==> src/rtl/fir_sm_fifo_pkg.sv <==
// Shared constants and helpers for the FIR output stream path.
// The FIR block and its stream FIFO both import this package.
package fir_sm_fifo_pkg;

  localparam int FIR_DATA_WIDTH = 32;
  localparam int FIR_FIFO_DEPTH = 8;
  localparam int FIR_CNT_WIDTH  = 16;

  // Ceiling log2. This is used at elaboration time to size pointers and the level count.
  function automatic int fir_log2(input int value);
    int r;
    r = 0;
    for (int i = 0; i < 31; i++) begin
      if ((1 << i) < value) r = i + 1;
    end
    return r;
  endfunction

endpackage

==> src/rtl/fir_sm_fifo_if.sv <==
// AXI-Stream beat bundle (valid/ready/data/last) between the FIR and the stream FIFO.
interface fir_sm_fifo_if
  import fir_sm_fifo_pkg::*;
#(
  parameter int pDATA_WIDTH = FIR_DATA_WIDTH
);

  logic                   tvalid;
  logic                   tready;
  logic [pDATA_WIDTH-1:0] tdata;
  logic                   tlast;

  modport master (
    output tvalid,
    output tdata,
    output tlast,
    input  tready
  );

  modport slave (
    input  tvalid,
    input  tdata,
    input  tlast,
    output tready
  );

endinterface

==> src/rtl/fir_sm_fifo_mem.sv <==
// Storage array for the stream FIFO. It has one synchronous write port and one asynchronous read port.
// The contents are never reset. The parent masks the output while the FIFO is empty.
module fir_sm_fifo_mem
  import fir_sm_fifo_pkg::*;
#(
  parameter int pDEPTH = FIR_FIFO_DEPTH,
  parameter int pWIDTH = FIR_DATA_WIDTH + 1
) (
  input  logic                          axis_clk,
  input  logic                          wr_en,
  input  logic [fir_log2(pDEPTH)-1:0]   wr_addr,
  input  logic [pWIDTH-1:0]             wr_data,
  input  logic [fir_log2(pDEPTH)-1:0]   rd_addr,
  output logic [pWIDTH-1:0]             rd_data
);

  logic [pWIDTH-1:0] mem_q [pDEPTH];

  always_ff @(posedge axis_clk) begin
    if (wr_en) mem_q[wr_addr] <= wr_data;
  end

  assign rd_data = mem_q[rd_addr];

endmodule

==> src/rtl/fir_sm_fifo.sv <==
// First-word-fall-through FIFO on the FIR output stream. It also counts delivered end-of-stream beats.
// s_tready is registered from the next level, so no ready path passes through from m_tready.
module fir_sm_fifo
  import fir_sm_fifo_pkg::*;
#(
  parameter int pDATA_WIDTH = FIR_DATA_WIDTH,
  parameter int pDEPTH      = FIR_FIFO_DEPTH,
  parameter int pCNT_WIDTH  = FIR_CNT_WIDTH
) (
  input  logic                        axis_clk,
  input  logic                        axis_rst,
  fir_sm_fifo_if.slave                s_axis,
  fir_sm_fifo_if.master               m_axis,
  input  logic                        flush,
  output logic [fir_log2(pDEPTH):0]   level,
  output logic [pCNT_WIDTH-1:0]       pkt_cnt
);

  localparam int AW = fir_log2(pDEPTH);
  localparam int LW = AW + 1;
  localparam logic [LW-1:0] FULL_LEVEL = LW'(pDEPTH);

  logic [AW-1:0]        wr_ptr;
  logic [AW-1:0]        rd_ptr;
  logic [LW-1:0]        level_q;
  logic [LW-1:0]        level_nxt;
  logic                 s_ready_q;
  logic                 m_valid;
  logic                 wr_en;
  logic                 rd_en;
  logic [pDATA_WIDTH:0] head;

  assign m_valid = (level_q != '0);
  // A beat offered in the same cycle as a flush or reset is dropped.
  assign wr_en   = s_axis.tvalid && s_ready_q && !flush && !axis_rst;
  assign rd_en   = m_valid && m_axis.tready && !flush;

  always_comb begin
    level_nxt = level_q;
    if (wr_en && !rd_en)      level_nxt = level_q + LW'(1);
    else if (rd_en && !wr_en) level_nxt = level_q - LW'(1);
  end

  always_ff @(posedge axis_clk) begin
    if (axis_rst) begin
      wr_ptr    <= '0;
      rd_ptr    <= '0;
      level_q   <= '0;
      s_ready_q <= 1'b0;
      pkt_cnt   <= '0;
    end else if (flush) begin
      wr_ptr    <= '0;
      rd_ptr    <= '0;
      level_q   <= '0;
      s_ready_q <= 1'b1;
    end else begin
      if (wr_en) wr_ptr <= wr_ptr + AW'(1);
      if (rd_en) begin
        rd_ptr <= rd_ptr + AW'(1);
        if (head[pDATA_WIDTH]) pkt_cnt <= pkt_cnt + pCNT_WIDTH'(1);
      end
      level_q   <= level_nxt;
      s_ready_q <= (level_nxt != FULL_LEVEL);
    end
  end

  fir_sm_fifo_mem #(
    .pDEPTH (pDEPTH),
    .pWIDTH (pDATA_WIDTH + 1)
  ) u_mem (
    .axis_clk (axis_clk),
    .wr_en    (wr_en),
    .wr_addr  (wr_ptr),
    .wr_data  ({s_axis.tlast, s_axis.tdata}),
    .rd_addr  (rd_ptr),
    .rd_data  (head)
  );

  assign s_axis.tready = s_ready_q;
  assign m_axis.tvalid = m_valid;
  assign m_axis.tdata  = m_valid ? head[pDATA_WIDTH-1:0] : '0;
  assign m_axis.tlast  = m_valid & head[pDATA_WIDTH];
  assign level         = level_q;

endmodule

==> src/flat_wrapper.sv <==
// flat-port wrapper written by rule: the top's interface ports become plain ports
module fir_sm_fifo_flat import fir_sm_fifo_pkg::*;
#(
  parameter int pDATA_WIDTH = FIR_DATA_WIDTH,
  parameter int pDEPTH      = FIR_FIFO_DEPTH,
  parameter int pCNT_WIDTH  = FIR_CNT_WIDTH
)
  (axis_clk, axis_rst, flush, level, pkt_cnt, s_axis_tvalid, s_axis_tdata, s_axis_tlast, s_axis_tready, m_axis_tvalid, m_axis_tdata, m_axis_tlast, m_axis_tready);
  fir_sm_fifo_if #(.pDATA_WIDTH(pDATA_WIDTH)) s_axis_i ();
  fir_sm_fifo_if #(.pDATA_WIDTH(pDATA_WIDTH)) m_axis_i ();
  input  logic axis_clk;
  input  logic axis_rst;
  input  logic flush;
  output logic [fir_log2(pDEPTH):0] level;
  output logic [pCNT_WIDTH-1:0] pkt_cnt;
  input wire logic [$bits(s_axis_i.tvalid)-1:0] s_axis_tvalid;
  input wire logic [$bits(s_axis_i.tdata)-1:0] s_axis_tdata;
  input wire logic [$bits(s_axis_i.tlast)-1:0] s_axis_tlast;
  output wire logic [$bits(s_axis_i.tready)-1:0] s_axis_tready;
  output wire logic [$bits(m_axis_i.tvalid)-1:0] m_axis_tvalid;
  output wire logic [$bits(m_axis_i.tdata)-1:0] m_axis_tdata;
  output wire logic [$bits(m_axis_i.tlast)-1:0] m_axis_tlast;
  input wire logic [$bits(m_axis_i.tready)-1:0] m_axis_tready;
  assign s_axis_i.tvalid = s_axis_tvalid;
  assign s_axis_i.tdata = s_axis_tdata;
  assign s_axis_i.tlast = s_axis_tlast;
  assign s_axis_tready = s_axis_i.tready;
  assign m_axis_tvalid = m_axis_i.tvalid;
  assign m_axis_tdata = m_axis_i.tdata;
  assign m_axis_tlast = m_axis_i.tlast;
  assign m_axis_i.tready = m_axis_tready;
  fir_sm_fifo #(.pDATA_WIDTH(pDATA_WIDTH), .pDEPTH(pDEPTH), .pCNT_WIDTH(pCNT_WIDTH)) u_core (.axis_clk(axis_clk), .axis_rst(axis_rst), .s_axis(s_axis_i), .m_axis(m_axis_i), .flush(flush), .level(level), .pkt_cnt(pkt_cnt));
endmodule
==> config.mk <==
export PLATFORM = sky130hd
export DESIGN_NAME = fir_sm_fifo_flat
export DESIGN_NICKNAME = d
export VERILOG_FILES = /design/src/rtl/fir_sm_fifo_pkg.sv /design/src/rtl/fir_sm_fifo_if.sv /design/src/rtl/fir_sm_fifo_mem.sv /design/src/rtl/fir_sm_fifo.sv /design/src/flat_wrapper.sv
export SDC_FILE = /design/constraint.sdc
export NUM_CORES = 1
export LEC_CHECK = 0
export BUFFER_PORTS_ARGS = -buffer_cell sky130_fd_sc_hd__buf_2
export CAP_MARGIN = 20
export CORE_ASPECT_RATIO = 0.9
export CORE_MARGIN = 2
export CORE_UTILIZATION = 59
export CTS_BUF_LIST = sky130_fd_sc_hd__clkbuf_4 sky130_fd_sc_hd__clkbuf_8 sky130_fd_sc_hd__clkbuf_16
export CTS_CLUSTER_DIAMETER = 200
export CTS_CLUSTER_SIZE = 40
export DETAILED_ROUTE_END_ITERATION = 10
export PLACE_DENSITY = 0.79
export SLEW_MARGIN = 20
export SYNTH_ARGS = -nofsm -noshare
export SYNTH_HDL_FRONTEND = slang
export SYNTH_HIERARCHICAL = 1
export SYNTH_SLANG_ARGS = --single-unit
==> constraint.sdc <==
create_clock -name axis_clk -period 4.4 [get_ports axis_clk]
set_input_delay 0.22 -clock axis_clk [delete_from_list [all_inputs] [get_ports axis_clk]]
set_output_delay 0.22 -clock axis_clk [all_outputs]
set_load 0.01 [all_outputs]
; After elaboration in Yosys (flattened, before gate mapping)
; Memories as Yosys holds them, arrays and structs flattened. A register that Yosys moved wholly into a read port is not among the register bits.
; Index checks and enable logic that the tools add are counted.
[op_classes]
n_div = 0
n_bitwise = 2
n_eq_ne = 1
n_addsub = 5
n_reduce_logical = 14
shifts = 0
multipliers = 0
n_lt_le_gt_ge = 0
n_mux = 8
[op_table]
columns = op, count
row1 = 32-bit two-way mux, 1
row2 = 16-bit by 1-bit adder with 16-bit output (second input constant), 1
row3 = 4-bit two-way mux, 2
row4 = 1-bit logical AND, 7
row5 = 3-bit by 1-bit adder with 3-bit output (second input constant), 2
row6 = 3-bit two-way mux, 2
row7 = 4-bit by 1-bit adder with 4-bit output (second input constant), 1
row8 = 1-bit zero test, 4
row9 = 4-bit != test (second input constant), 1
row10 = 4-bit nonzero test, 1
row11 = 4-bit by 1-bit subtractor with 4-bit output (second input constant), 1
row12 = 1-bit two-way mux, 3
row13 = 3-bit AND reduction, 1
row14 = 2-bit OR reduction, 1
row15 = 1-bit AND, 1
row16 = 1-bit inverter, 1
[totals]
input_bits = 38
regBits = 27
latch_bits = 0
rom_bits = 0
n_memories = 1
mem_bits_rw = 264
out_inout_bits = 55
wordCells = 36
[memory_table]
columns = memory, words, word_bits, rd, rd_clocked_by_memory_dff, write_ports, line_no
row1 = u_core.u_mem.mem_q, 8, 33, 1, 1, 1, fir_sm_fifo_mem.sv:17  ; logic [pWIDTH-1:0] mem_q [pDEPTH];

; Longest topological paths before layout
; Gate-level depths: netlist of run 1.
[depth]
word_depth = 9
mapped_depth = 8
mapped_depth_nobuf = 7

; Cells and area by module
; The synthesis of run 1 kept the hierarchy.
[by_module_without_submodules]
columns = module, area_per_inst_um2, seq_area_each_um2, instances, cells_each
row1 = fir_sm_fifo_mem, 9979.6, 7927.6, 1, 394
row2 = fir_sm_fifo, 1559.0, 540.5, 1, 187

; Least setup slack after synthesis of run 1
; OpenSTA, ideal clock, no wires.
[synth_timing]
kind = in2reg
start = input port axis_rst
end = memory u_core/u_mem/mem_q[0][0] (netlist bit), enable pin
arrival_ns = 3.230
setup_time_ns = 0.464
path_buffers = 2
t_required_ns = 3.936
path_slack_ns = 0.705
stages = 6
cell_sequence = buf_4 nand4bb_1 buf_2 inv_1 nand2b_1 nor3_1
[synth_via]
elab_chain_cells = 4
[synth_lines]
columns = item, line_no
row1 = "start, declared", flat_wrapper.sv:12  ; input logic axis_rst;
row2 = 1-bit zero test, fir_sm_fifo.sv:35  ; assign wr_en = s_axis.tvalid && s_ready_q && !flush && !axis_rst;
row3 = 1-bit logical AND, fir_sm_fifo.sv:35
row4 = net u_core.wr_en, fir_sm_fifo.sv:29  ; logic wr_en;
row5 = 1-bit two-way mux, fir_sm_fifo_mem.sv:20  ; if (wr_en) mem_q[wr_addr] <= wr_data;
row6 = 1-bit two-way mux (implied by the code), fir_sm_fifo_mem.sv:20
row7 = "end, declared", fir_sm_fifo_mem.sv:17
; The timed path passes the listed nets, and every way through them passes these cells.

==> qor.csv, run 1 <==
stage,metric,value,unit
sta,worst_pin_slew,1.013,ns
setup_path,crit_arrival,2.95,ns
layout,drive_gt1_frac,0.3348,
synthesis,synth.avg_cell_area,19.86,um^2
pwr,p_leak,4.175,nW
synthesis,netlist_instances,581,
sta,skew,0.03966,ns
synthesis,synthSimpleGateAreaFrac,0.05541,
clocking,cts-root-buf,clkbuf_16,
pwr,powerDensity,340.4,mW/mm^2
clocking,clkSlewWorstSetupHoldPaths,0.13,ns
synthesis,synth-compound-area-share,0.01182,
job,max_cap_viol_count,0,
global_routing,globalRouteOverflowTotal,0,
layout,layout_common_cells,"264 x edfxtp_1, 92 x buf_2, 60 x mux4_2",
global_routing,use_met3,0.02767,
floorplan,dieHeight,136.7,um
pwr,ir_worst_vdd,373.7,uV
synthesis,ys_seq_area_frac,0.7339,
global_routing,grt_max_degree,68,
global_routing,grt_pass1_wl,32650,um
floorplan,dieArea,0.02069,mm^2
synthesis,synth_fa_ha_area_frac,0.005422,
placed_design,port_buffers,92,
status,status,"finished, final reports clean",
synthesis,yosys-top-cells-area,"edfxtp_1 69%, mux4_2 12%, dfxtp_1 4.7%, mux2_2 3.2%, and2_1 1.8%",
synthesis,ys.warnings.count,6,
clocking,cts_buffer_depth,3,
layout,nets,731,
layout,area_growth,12.16,%
route,drcViolationCount,0,
sta,setup_viol,0,
sta,fmax,315.1,MHz
synthesis,yosys.area.top_type,edfxtp_1,
route,wl_per_cell,22.54,um
global_routing,first_global_vias,5883,
synthesis,synth_nets,624,
hold_path,hp-class,input pin to register,
synthesis,ys_ff_latch,291,
global_routing,grtUsageMet2,0.3690,
route,num_vias,5669,
sta,period_needed,3.174,ns
synthesis,netlist_area,0.01154,mm^2
synthesis,synth.top_cell.area_share,0.6871,
clocking,post_cts_buffers,0,
layout,layout_commonest_cell,edfxtp_1,
clocking,cts_buffers,11,
layout,design_area,0.01294,mm^2
synthesis,synth_ff_type,edfxtp_1,
setup_path,endpoint_kind,output port,
synthesis,async_flop_share,0,
sta,fin_crit_sh,0.7213,
clocking,cts_tree,built,
synthesis,synth_enable_flop_cells,264,
clocking,clock_latency,0.49,ns
global_routing,grt-busiest-layer,met2,
route,drt_iter0_drc,436,
sta,finalMaxSlewViolations,0,
global_routing,grt_usage,0.2111,
route,detail_route.vias_per_cell,6.031,
sta,rsz0062_at_grt,false,
layout,antennaDiodeCount,0,
placed_design,gp_congestion,0.7708,
sta,max-slew-margin-rel,0.3244,
placed_design,dp_hpwl,12860,um
clocking,clock_sinks,291,
clocking,cts-htree-levels,1,
route,drt-total-wl,21190,um
floorplan,pin_count,93,
floorplan,rows,48,
global_routing,grt_use_met1,0.2906,
clocking,ctsResizeCount,0,
synthesis,synthMuxAreaShare,0.1630,
setup_path,critPathMaxFanout,38,
floorplan,die_w,151.4,um
setup_path,crit_required,4.18,ns
setup_path,crit_type,register to output port,
sta,fin_tns_setup,0,ns
synthesis,synth_top_family_by_area,multiplexers,
route,ant_nets,0,
placed_design,place_area,0.01242,mm^2
route,firstDrtPassIters,4,
sta,hold_violations,0,
floorplan,start_util,0.6023,
setup_path,cp-start-kind,register,
synthesis,synth_cell_types,42,
floorplan,core_area,0.01916,mm^2
global_routing,antenna_found_initial,1,
synthesis,synth_xor_area_frac,0.01442,
-- metal layers --
metal  routed length, um  up-vias
met2               11020      128
met1                9057     2997
met3                 728       26
li1                    -     2516
met5                  13        -
met4                 378        2
-- critical path: stages (launching register included) --
cell and delay (ns):
dfxtp_4 0.85, buf_4 0.48, mux4_2 0.56, mux2_2 0.28
and2_1 0.13, buf_2 0.13
-- area by class of cell --
type | count | area [um^2]
Timing Repair Buffer | 121 | 848.3
Multi-Input combinational cell | 257 | 2953
Inverter | 6 | 22.52
Clock buffer | 14 | 297.8
Fill cell | 1205 | 6217
Sequential cell | 291 | 8477
Tap cell | 250 | 312.8
Clock inverter | 1 | 30.03
-- metrics by stage --
stage	hold WS, ns	util	std cells	power [W]	setup slack (ns)
floorplan	0.3189	-	581	0.003131	0.7053
global placement	0.4739	0.6401	901	0.003186	1.539
detailed placement	0.4899	0.6483	907	0.003195	1.316
CTS	0.0007594	0.6748	940	0.004432	1.131
global route	0.002687	0.6755	940	0.004535	0.9720
finish	0.006160	0.6755	940	0.004406	1.226
-- registers in the layout, summed over array words and instances, names as in the netlist --
name,flops
u_core/u_mem/mem_q,264
u_core/pkt_cnt,16
u_core/s_axis.tready,1
u_core/rd_ptr,3
u_core/wr_ptr,3
u_core/level,4
-- synthesized netlist by cell type, types with 2 or more instances --
master / n
buf_6: 6
and2_1: 34
nor3_1: 8
nand3_1: 8
xor2_1: 5
mux4_2: 60
a211oi_1: 2
nor2b_1: 2
or3_1: 4
nand4_4: 2
nand2b_1: 3
ha_1: 5
buf_2: 7
nor2_1: 25
dfxtp_1: 27
mux2_2: 33
and4_1: 2
nand2_1: 16
mux4_1: 6
buf_4: 2
inv_1: 6
a21oi_1: 7
a31oi_1: 2
xnor2_1: 14
edfxtp_1: 264
clkbuf_1: 11
o21ai_0: 5
-- final timing paths --
check	from	end	slack, ns	depth (start not counted)
max	u_core/rd_ptr[0]	m_axis_tdata[12]	1.23	5
min	s_axis_tdata[22]	u_core/u_mem/mem_q[0][22]	0.006	1
max reg2reg	u_core/s_axis.tready	u_core/u_mem/mem_q[0][25]	1.67	5
min reg2reg	u_core/pkt_cnt[1]	u_core/pkt_cnt[1]	0.51	2
-- where the power goes --
part | internal [W] | total, W | switching [W]
Clock | 0.000500 | 0.00126 | 0.000760
Combinational | 0.0000516 | 0.000125 | 0.0000735
Sequential | 0.00301 | 0.00302 | 0.00000602
-- repair_timing --
action / in CTS / in global routing
hold endpoints to repair: 126 / 0
endpoints found under the setup margin: 0 / 0
hold buffers: 18 / 0
-- logic make-up (layout without fill, tap and decap cells) --
| kind of cell | after synthesis | after routing |
|---|---|---|
| muxes | 99 | 99 |
| DFF | 291 | 291 |
| xor gates and xnor gates | 19 | 19 |
| and+or+nand+nor | 113 | 113 |
| adders and majority gates | 5 | 5 |
| buffers and inverters | 33 | 142 |
| AOI/OAI and AO/OA | 21 | 21 |
Power figures use the tool's default switching activity.
==> run 2, diff against run 1 <==
==> constraint.sdc (replaced) <==
create_clock -name axis_clk -period 3.1 [get_ports axis_clk]
set_input_delay 0.155 -clock axis_clk [delete_from_list [all_inputs] [get_ports axis_clk]]
set_output_delay 0.155 -clock axis_clk [all_outputs]
set_load 0.01 [all_outputs]
==> qor.csv, run 2 (synthesis results as in run 1) <==
stage,metric,value,unit,change
sta,fin_crit_sh,0.9191,,
status,status,"finished, final reports clean",,
clocking,cts_tree,built,,
layout,top_register,u_core/u_mem/mem_q,,
setup_path,slowest_stage,dfxtp_4,,
layout,utilization,0.6844,,+0.008882
floorplan,start_util,0.6023,,unchanged
clocking,post_cts_buffers,0,,unchanged
route,drcViolationCount,0,,unchanged
clocking,clock_latency,0.49,ns,about the same
route,wl_per_cell,22.93,um,+1.7%
pwr,power_frac_seq,0.680,,-0.005
floorplan,rows,48,,unchanged
sta,max-slew-margin-rel,0.5395,,+0.2151
route,drt-total-wl,22270,um,+5.1%
floorplan,dieArea,0.02069,mm^2,unchanged
job,max_cap_viol_count,0,,unchanged
setup_path,crit_type,register to output port,,
global_routing,grt_pass1_wl,34000,um,+4.1%
layout,nets,759,,+3.8%
floorplan,core_area,0.01916,mm^2,unchanged
setup_path,cp_num_buf_inv,2,,unchanged
clocking,ctsHoldBuffers,35,,+17
route,drt_iter0_drc,469,,+7.6%
placed_design,gp_congestion,0.7642,,-0.86%
setup_path,max_stage_delay,0.69,ns,-0.16 ns
setup_path,crit_arrival,2.69,ns,-0.26 ns
clocking,clock_sinks,291,,unchanged
clocking,ctsResizeCount,0,,unchanged
pwr,p_sw_frac,0.1899,,-0.0007403
setup_path,crit_family,multiplexers,,
route,detail_route.vias_per_cell,5.949,,-1.4%
route,ant_nets,0,,unchanged
sta,rsz0062_at_grt,false,,
pwr,powerDensity,480.4,mW/mm^2,+41%
floorplan,pin_count,93,,unchanged
route,num_vias,5776,,+1.9%
pwr,p_total,0.006298,W,+43%
route,firstDrtPassIters,5,,+1
layout,fillers,1206,,+0.083%
floorplan,die_w,151.4,um,unchanged
layout,layout_commonest_cell,edfxtp_1,,
global_routing,grt_max_degree,42,,-38%
clocking,cts-htree-levels,1,,unchanged
sta,fin_tns_setup,0,ns,unchanged
sta,worst_pin_slew,0.6892,ns,-0.3242 ns
global_routing,globalRouteOverflowTotal,0,,unchanged
floorplan,dieHeight,136.7,um,unchanged
global_routing,antenna_found_initial,1,,unchanged
layout,drive_gt1_frac,0.3389,,+0.004106
global_routing,grt_usage,0.2220,,+0.01093
setup_path,crit_required,2.94,ns,-1.24 ns
pwr,combinationalPowerShare,0.031,,+0.003
pwr,p_leak,4.286,nW,+2.6%
pwr,pwr-share-clk,0.288,,+0.002
sta,period_needed,2.849,ns,
sta,skew,0.04553,ns,+0.005867 ns
global_routing,first_global_vias,5986,,+1.8%
clocking,cts_buffers,11,,unchanged
layout,largest_reg_flops,264,,unchanged
setup_path,path_cells,buf_4 -> mux4_1 -> mux2_2 -> and2_1 -> buf_2,,
placed_design,port_buffers,92,,unchanged
layout,multi_input_area,0.002953,mm^2,unchanged
clocking,cts-root-buf,clkbuf_16,,
sta,hold_violations,0,,unchanged
pwr,power.switching,0.001196,W,+42%
placed_design,dp_hpwl,13630,um,+6.0%
clocking,cts_buffer_depth,3,,unchanged
setup_path,cp-start-kind,register,,
setup_path,critPathMaxFanout,25,,-34%
setup_path,r2r_setup_slack,0.55,ns,-1.12 ns
sta,setup_viol,0,,unchanged
sta,fmax,351.0,MHz,
layout,area_growth,13.63,%,
pwr,p_int,0.005102,W,+43%
pwr,ir_worst_vdd,667.4,uV,+79%
sta,finalMaxSlewViolations,0,,unchanged
clocking,clkSlewWorstSetupHoldPaths,0.14,ns,about the same
layout,seqCellArea,0.008477,mm^2,unchanged
setup_path,endpoint_kind,output port,,
hold_path,hp-class,input pin to register,,
layout,layout_common_cells,"264 x edfxtp_1, 92 x buf_2, 60 x mux4_2",,
## run 2: cell types whose count changed in the layout (fill, tap and decap cells not counted)
cell | previous run | this run
buf_4 | 4 | 20
dlygate4sd3_1 | 18 | 35
diode_2 | 0 | 1
buf_16 | 5 | 0
clkbuf_4 | 3 | 5
## run 2: layout make-up
cell class              instances  share of cell area
flip-flops and latches        291              0.6465
multi-input cells             257              0.2252
repair buffers                149             0.07634
clock buffers                  16             0.02386
well taps                     250             0.02386
clock inverters                 1            0.002290
inverters                       6            0.001718
diodes                          1           0.0001909
## run 2: metrics by stage
stage / std cells / worst slack [ns] / instance area, um^2 / hold slack (ns)
after CTS: 970 / 0.1964 / 13110 / 0.02035
after detailed placement: 918 / 0.5387 / 12420 / 0.4289
after floorplan: 581 / 0.3062 / 11550 / 0.2539
final: 971 / 0.2507 / 13110 / 0.02979
after global placement: 918 / 0.6947 / 12420 / 0.4122
after global routing: 971 / 0.07719 / 13110 / 0.03810
## run 2: worst paths after layout
check	startpoint	to	cells after the start
worst max-delay path	u_core/rd_ptr[0]	m_axis_tdata[2]	5
worst min-delay path	axis_rst	u_core/pkt_cnt[2]	2
worst max register to register	u_core/s_axis.tready	u_core/u_mem/mem_q[5][11]	5
worst min register to register	u_core/pkt_cnt[1]	u_core/pkt_cnt[1]	2
## run 2: worst register-to-register path: stages (launching register included)
cell       delay (ns)
dfxtp_1          0.44
nand4bb_1        0.29
inv_1            0.28
nand2_1          0.28
nor2_4           0.63
buf_4            0.33
## run 2: power by group through the flow
stage,registers [W],logic (W),clock network (W)
6_report,0.00429,0.000196,0.00182
3_3_place_gp,0.00437,0.000151,0
2_1_floorplan,0.00438,0.0000685,0
3_5_place_dp,0.00437,0.000163,0
5_1_grt,0.00429,0.000215,0.00197
4_1_cts,0.00429,0.000197,0.00185
## run 2: layer usage
metal  track usage  share of wire  vias up
met5             0              0        -
met4       0.03634          0.013        0
met3       0.02833          0.047       23
met2        0.3901           0.52      162
met1        0.3083           0.42     3018
li1              -              -     2573
==> run 3, diff against run 2 <==
--- a/config.mk
+++ b/config.mk
@@ -5,7 +5,7 @@
 export SDC_FILE = /design/constraint.sdc
 export NUM_CORES = 1
 export LEC_CHECK = 0
-export BUFFER_PORTS_ARGS = -buffer_cell sky130_fd_sc_hd__buf_2
+export BUFFER_PORTS_ARGS = -buffer_cell sky130_fd_sc_hd__buf_4
 export CAP_MARGIN = 20
 export CORE_ASPECT_RATIO = 0.9
 export CORE_MARGIN = 2
@@ -15,7 +15,7 @@
 export CTS_CLUSTER_SIZE = 40
 export DETAILED_ROUTE_END_ITERATION = 10
 export PLACE_DENSITY = 0.79
-export SLEW_MARGIN = 20
+export SLEW_MARGIN = 10
 export SYNTH_ARGS = -nofsm -noshare
 export SYNTH_HDL_FRONTEND = slang
 export SYNTH_HIERARCHICAL = 1
==> qor.csv, run 3 (synthesis results as in run 1) <==
stage,metric,value,unit,change
status,status,"finished, final reports clean",,
setup_path,r2r_cells,7,,+2
layout,top_register,u_core/u_mem/mem_q,,
layout,final_cell_count_no_fill,965,,-0.62%
route,num_vias,5818,,+0.73%
sta,worst_pin_slew,0.6963,ns,+0.007147 ns
layout,largest_reg_flops,264,,unchanged
sta,max-slew-margin-rel,0.5358,,-0.003675
floorplan,dieArea,0.02069,mm^2,unchanged
placed_design,dp_hpwl,13420,um,-1.5%
sta,fin_crit_sh,0.8720,,-0.04717
pwr,ir_worst_vdd,555.9,uV,-17%
setup_path,r2r-end,u_core/level[1],,
pwr,power_frac_seq,0.678,,-0.002
route,drt_iter0_drc,436,,-7.0%
layout,multi_input_area,0.002953,mm^2,unchanged
clocking,cts_buffer_depth,3,,unchanged
floorplan,pin_count,93,,unchanged
pwr,power.switching,0.001200,W,+0.35%
placed_design,port_buffers,92,,unchanged
route,firstDrtPassIters,4,,-1
layout,seqCellArea,0.008477,mm^2,unchanged
hold_path,worstHoldEndpoint,u_core/pkt_cnt[4],,
floorplan,dieHeight,136.7,um,unchanged
layout,area_growth,15.84,%,
sta,skew,0.05278,ns,+0.007255 ns
clocking,cts_buffers,11,,unchanged
setup_path,timing.rr.start,u_core/level[0],,
pwr,p_int,0.005124,W,+0.43%
sta,period_needed,2.703,ns,-0.1462 ns
setup_path,endpoint_kind,output port,,
layout,nets,754,,-0.66%
sta,fmax,370.0,MHz,+5.4%
global_routing,first_global_vias,6148,,+2.7%
setup_path,crit_required,2.94,ns,about the same
clocking,cts_tree,built,,
route,ant_nets,0,,unchanged
global_routing,grt_max_degree,42,,unchanged
sta,fin_tns_setup,0,ns,unchanged
pwr,p_leak,4.298,nW,+0.27%
route,drt-total-wl,22540,um,+1.2%
setup_path,cp-start-kind,register,,
setup_path,max_stage_delay,0.64,ns,-0.05 ns
layout,drive_gt1_frac,0.3329,,-0.006022
global_routing,antenna_found_initial,0,,-1
floorplan,start_util,0.6023,,unchanged
hold_path,worstHoldStart,m_axis_tready,,
layout,fillers,1149,,-4.7%
setup_path,worstSetupPathDepth,5,,unchanged
layout,antennaDiodeCount,0,,-1
setup_path,crit_type,register to output port,,
pwr,p_sw_frac,0.1898,,about the same
route,drcViolationCount,0,,unchanged
route,wl_per_cell,23.35,um,+1.8%
clocking,cts-htree-levels,1,,unchanged
layout,utilization,0.6977,,+0.01332
sta,hold_violations,0,,unchanged
setup_path,r2r_setup_slack,0.53,ns,-0.02 ns
clocking,cts-root-buf,clkbuf_16,,
layout,layout_common_cells,"264 x edfxtp_1, 101 x buf_4, 60 x mux4_2",,
pwr,powerDensity,473.1,mW/mm^2,-1.5%
clocking,clock_latency,0.50,ns,about the same
clocking,ctsResizeCount,0,,unchanged
global_routing,grt_pass1_wl,34580,um,+1.7%
clocking,clock_sinks,291,,unchanged
setup_path,critPathMaxFanout,21,,-16%
pwr,pwr-share-clk,0.287,,about the same
setup_path,crit_arrival,2.55,ns,-0.14 ns
floorplan,die_w,151.4,um,unchanged
layout,layout_commonest_cell,edfxtp_1,,
hold_path,hp-class,input pin to register,,
global_routing,globalRouteOverflowTotal,0,,unchanged
setup_path,slowest_stage,dfxtp_4,,
placed_design,gp_congestion,0.7672,,+0.39%
sta,setup_viol,0,,unchanged
route,detail_route.vias_per_cell,6.029,,+1.4%
pwr,combinationalPowerShare,0.035,,+0.004
setup_path,cp_num_buf_inv,2,,unchanged
clocking,clkSlewWorstSetupHoldPaths,0.14,ns,about the same
hold_path,hold_depth,5,,+3
floorplan,core_area,0.01916,mm^2,unchanged
job,max_cap_viol_count,0,,unchanged
floorplan,rows,48,,unchanged
sta,finalMaxSlewViolations,0,,unchanged
setup_path,crit_family,multiplexers,,
setup_path,path_cells,buf_12 -> mux4_1 -> mux2_2 -> and2_1 -> buf_4,,
global_routing,grt_usage,0.2256,,+0.003564
sta,rsz0062_at_grt,false,,
placed_design,place_inst,912,,-0.65%
run 3: changes by cell type in the layout (fill, tap and decap cells not counted):
cell,previous run,this run
dlygate4sd3_1,35,36
buf_2,92,0
buf_4,20,101
buf_12,2,7
diode_2,1,0
run 3: per-layer routing:
layer  track usage  share of wire  up-vias
met4       0.05763          0.021        0
met2        0.3969           0.52      199
li1              -              -     2562
met5             0              0        -
met1        0.3031           0.41     3021
met3       0.02867          0.049       36
run 3: power by group through the flow:
stage | Sequential, W | Clock (W) | Combinational [W]
floorplan | 0.00438 | 0 | 0.0000685
global placement | 0.00437 | 0 | 0.000172
detailed placement | 0.00437 | 0 | 0.000184
CTS | 0.00429 | 0.00186 | 0.000223
global route | 0.00429 | 0.00197 | 0.000242
finish | 0.00429 | 0.00182 | 0.000223
run 3: worst min-delay path, delay by kind of cell:
kind / cells / cell delay, ns
AOI/OAI and AO/OA: 1 / 0.06
buffers and inverters: 1 / 0.10
and+or+nand+nor: 3 / 0.56
run 3: through the flow:
| stage | hold slack (ns) | total power [W] | cell area, um^2 | setup WS, ns |
|---|---|---|---|---|
| floorplan | 0.2539 | 0.004444 | 11550 | 0.3062 |
| global placement | 0.3796 | 0.004545 | 12660 | 0.7811 |
| detailed placement | 0.3884 | 0.004558 | 12660 | 0.5849 |
| CTS | 0.3825 | 0.006372 | 13370 | 0.3531 |
| global route | 0.4205 | 0.006498 | 13370 | 0.2605 |
| finish | 0.4112 | 0.006324 | 13370 | 0.3969 |
run 3: cell type report:
class / instances / area share
repair buffers: 144 / 0.09417
multi-input cells: 257 / 0.2209
flip-flops and latches: 291 / 0.6342
inverters: 6 / 0.001685
clock buffers: 16 / 0.02340
clock inverters: 1 / 0.002247
well taps: 250 / 0.02340
run 3: how the worst max path moves through the flow:
stage          slack [ns]            startpoint                       end
6_report             0.40      u_core/rd_ptr[0]           m_axis_tdata[2]
4_1_cts              0.35      u_core/rd_ptr[0]           m_axis_tdata[2]
3_5_place_dp         0.58       u_core/level[0]      u_core/s_axis.tready
5_1_grt              0.26      u_core/rd_ptr[0]           m_axis_tdata[2]
3_3_place_gp         0.78       u_core/level[0]      u_core/s_axis.tready
2_1_floorplan        0.31  u_core/s_axis.tready  u_core/u_mem/mem_q[1][0]
run 3: repair_timing:
item,in CTS,in global routing
setup buffers,0,0
hold buffers,36,0
endpoints found under the hold margin,282,0
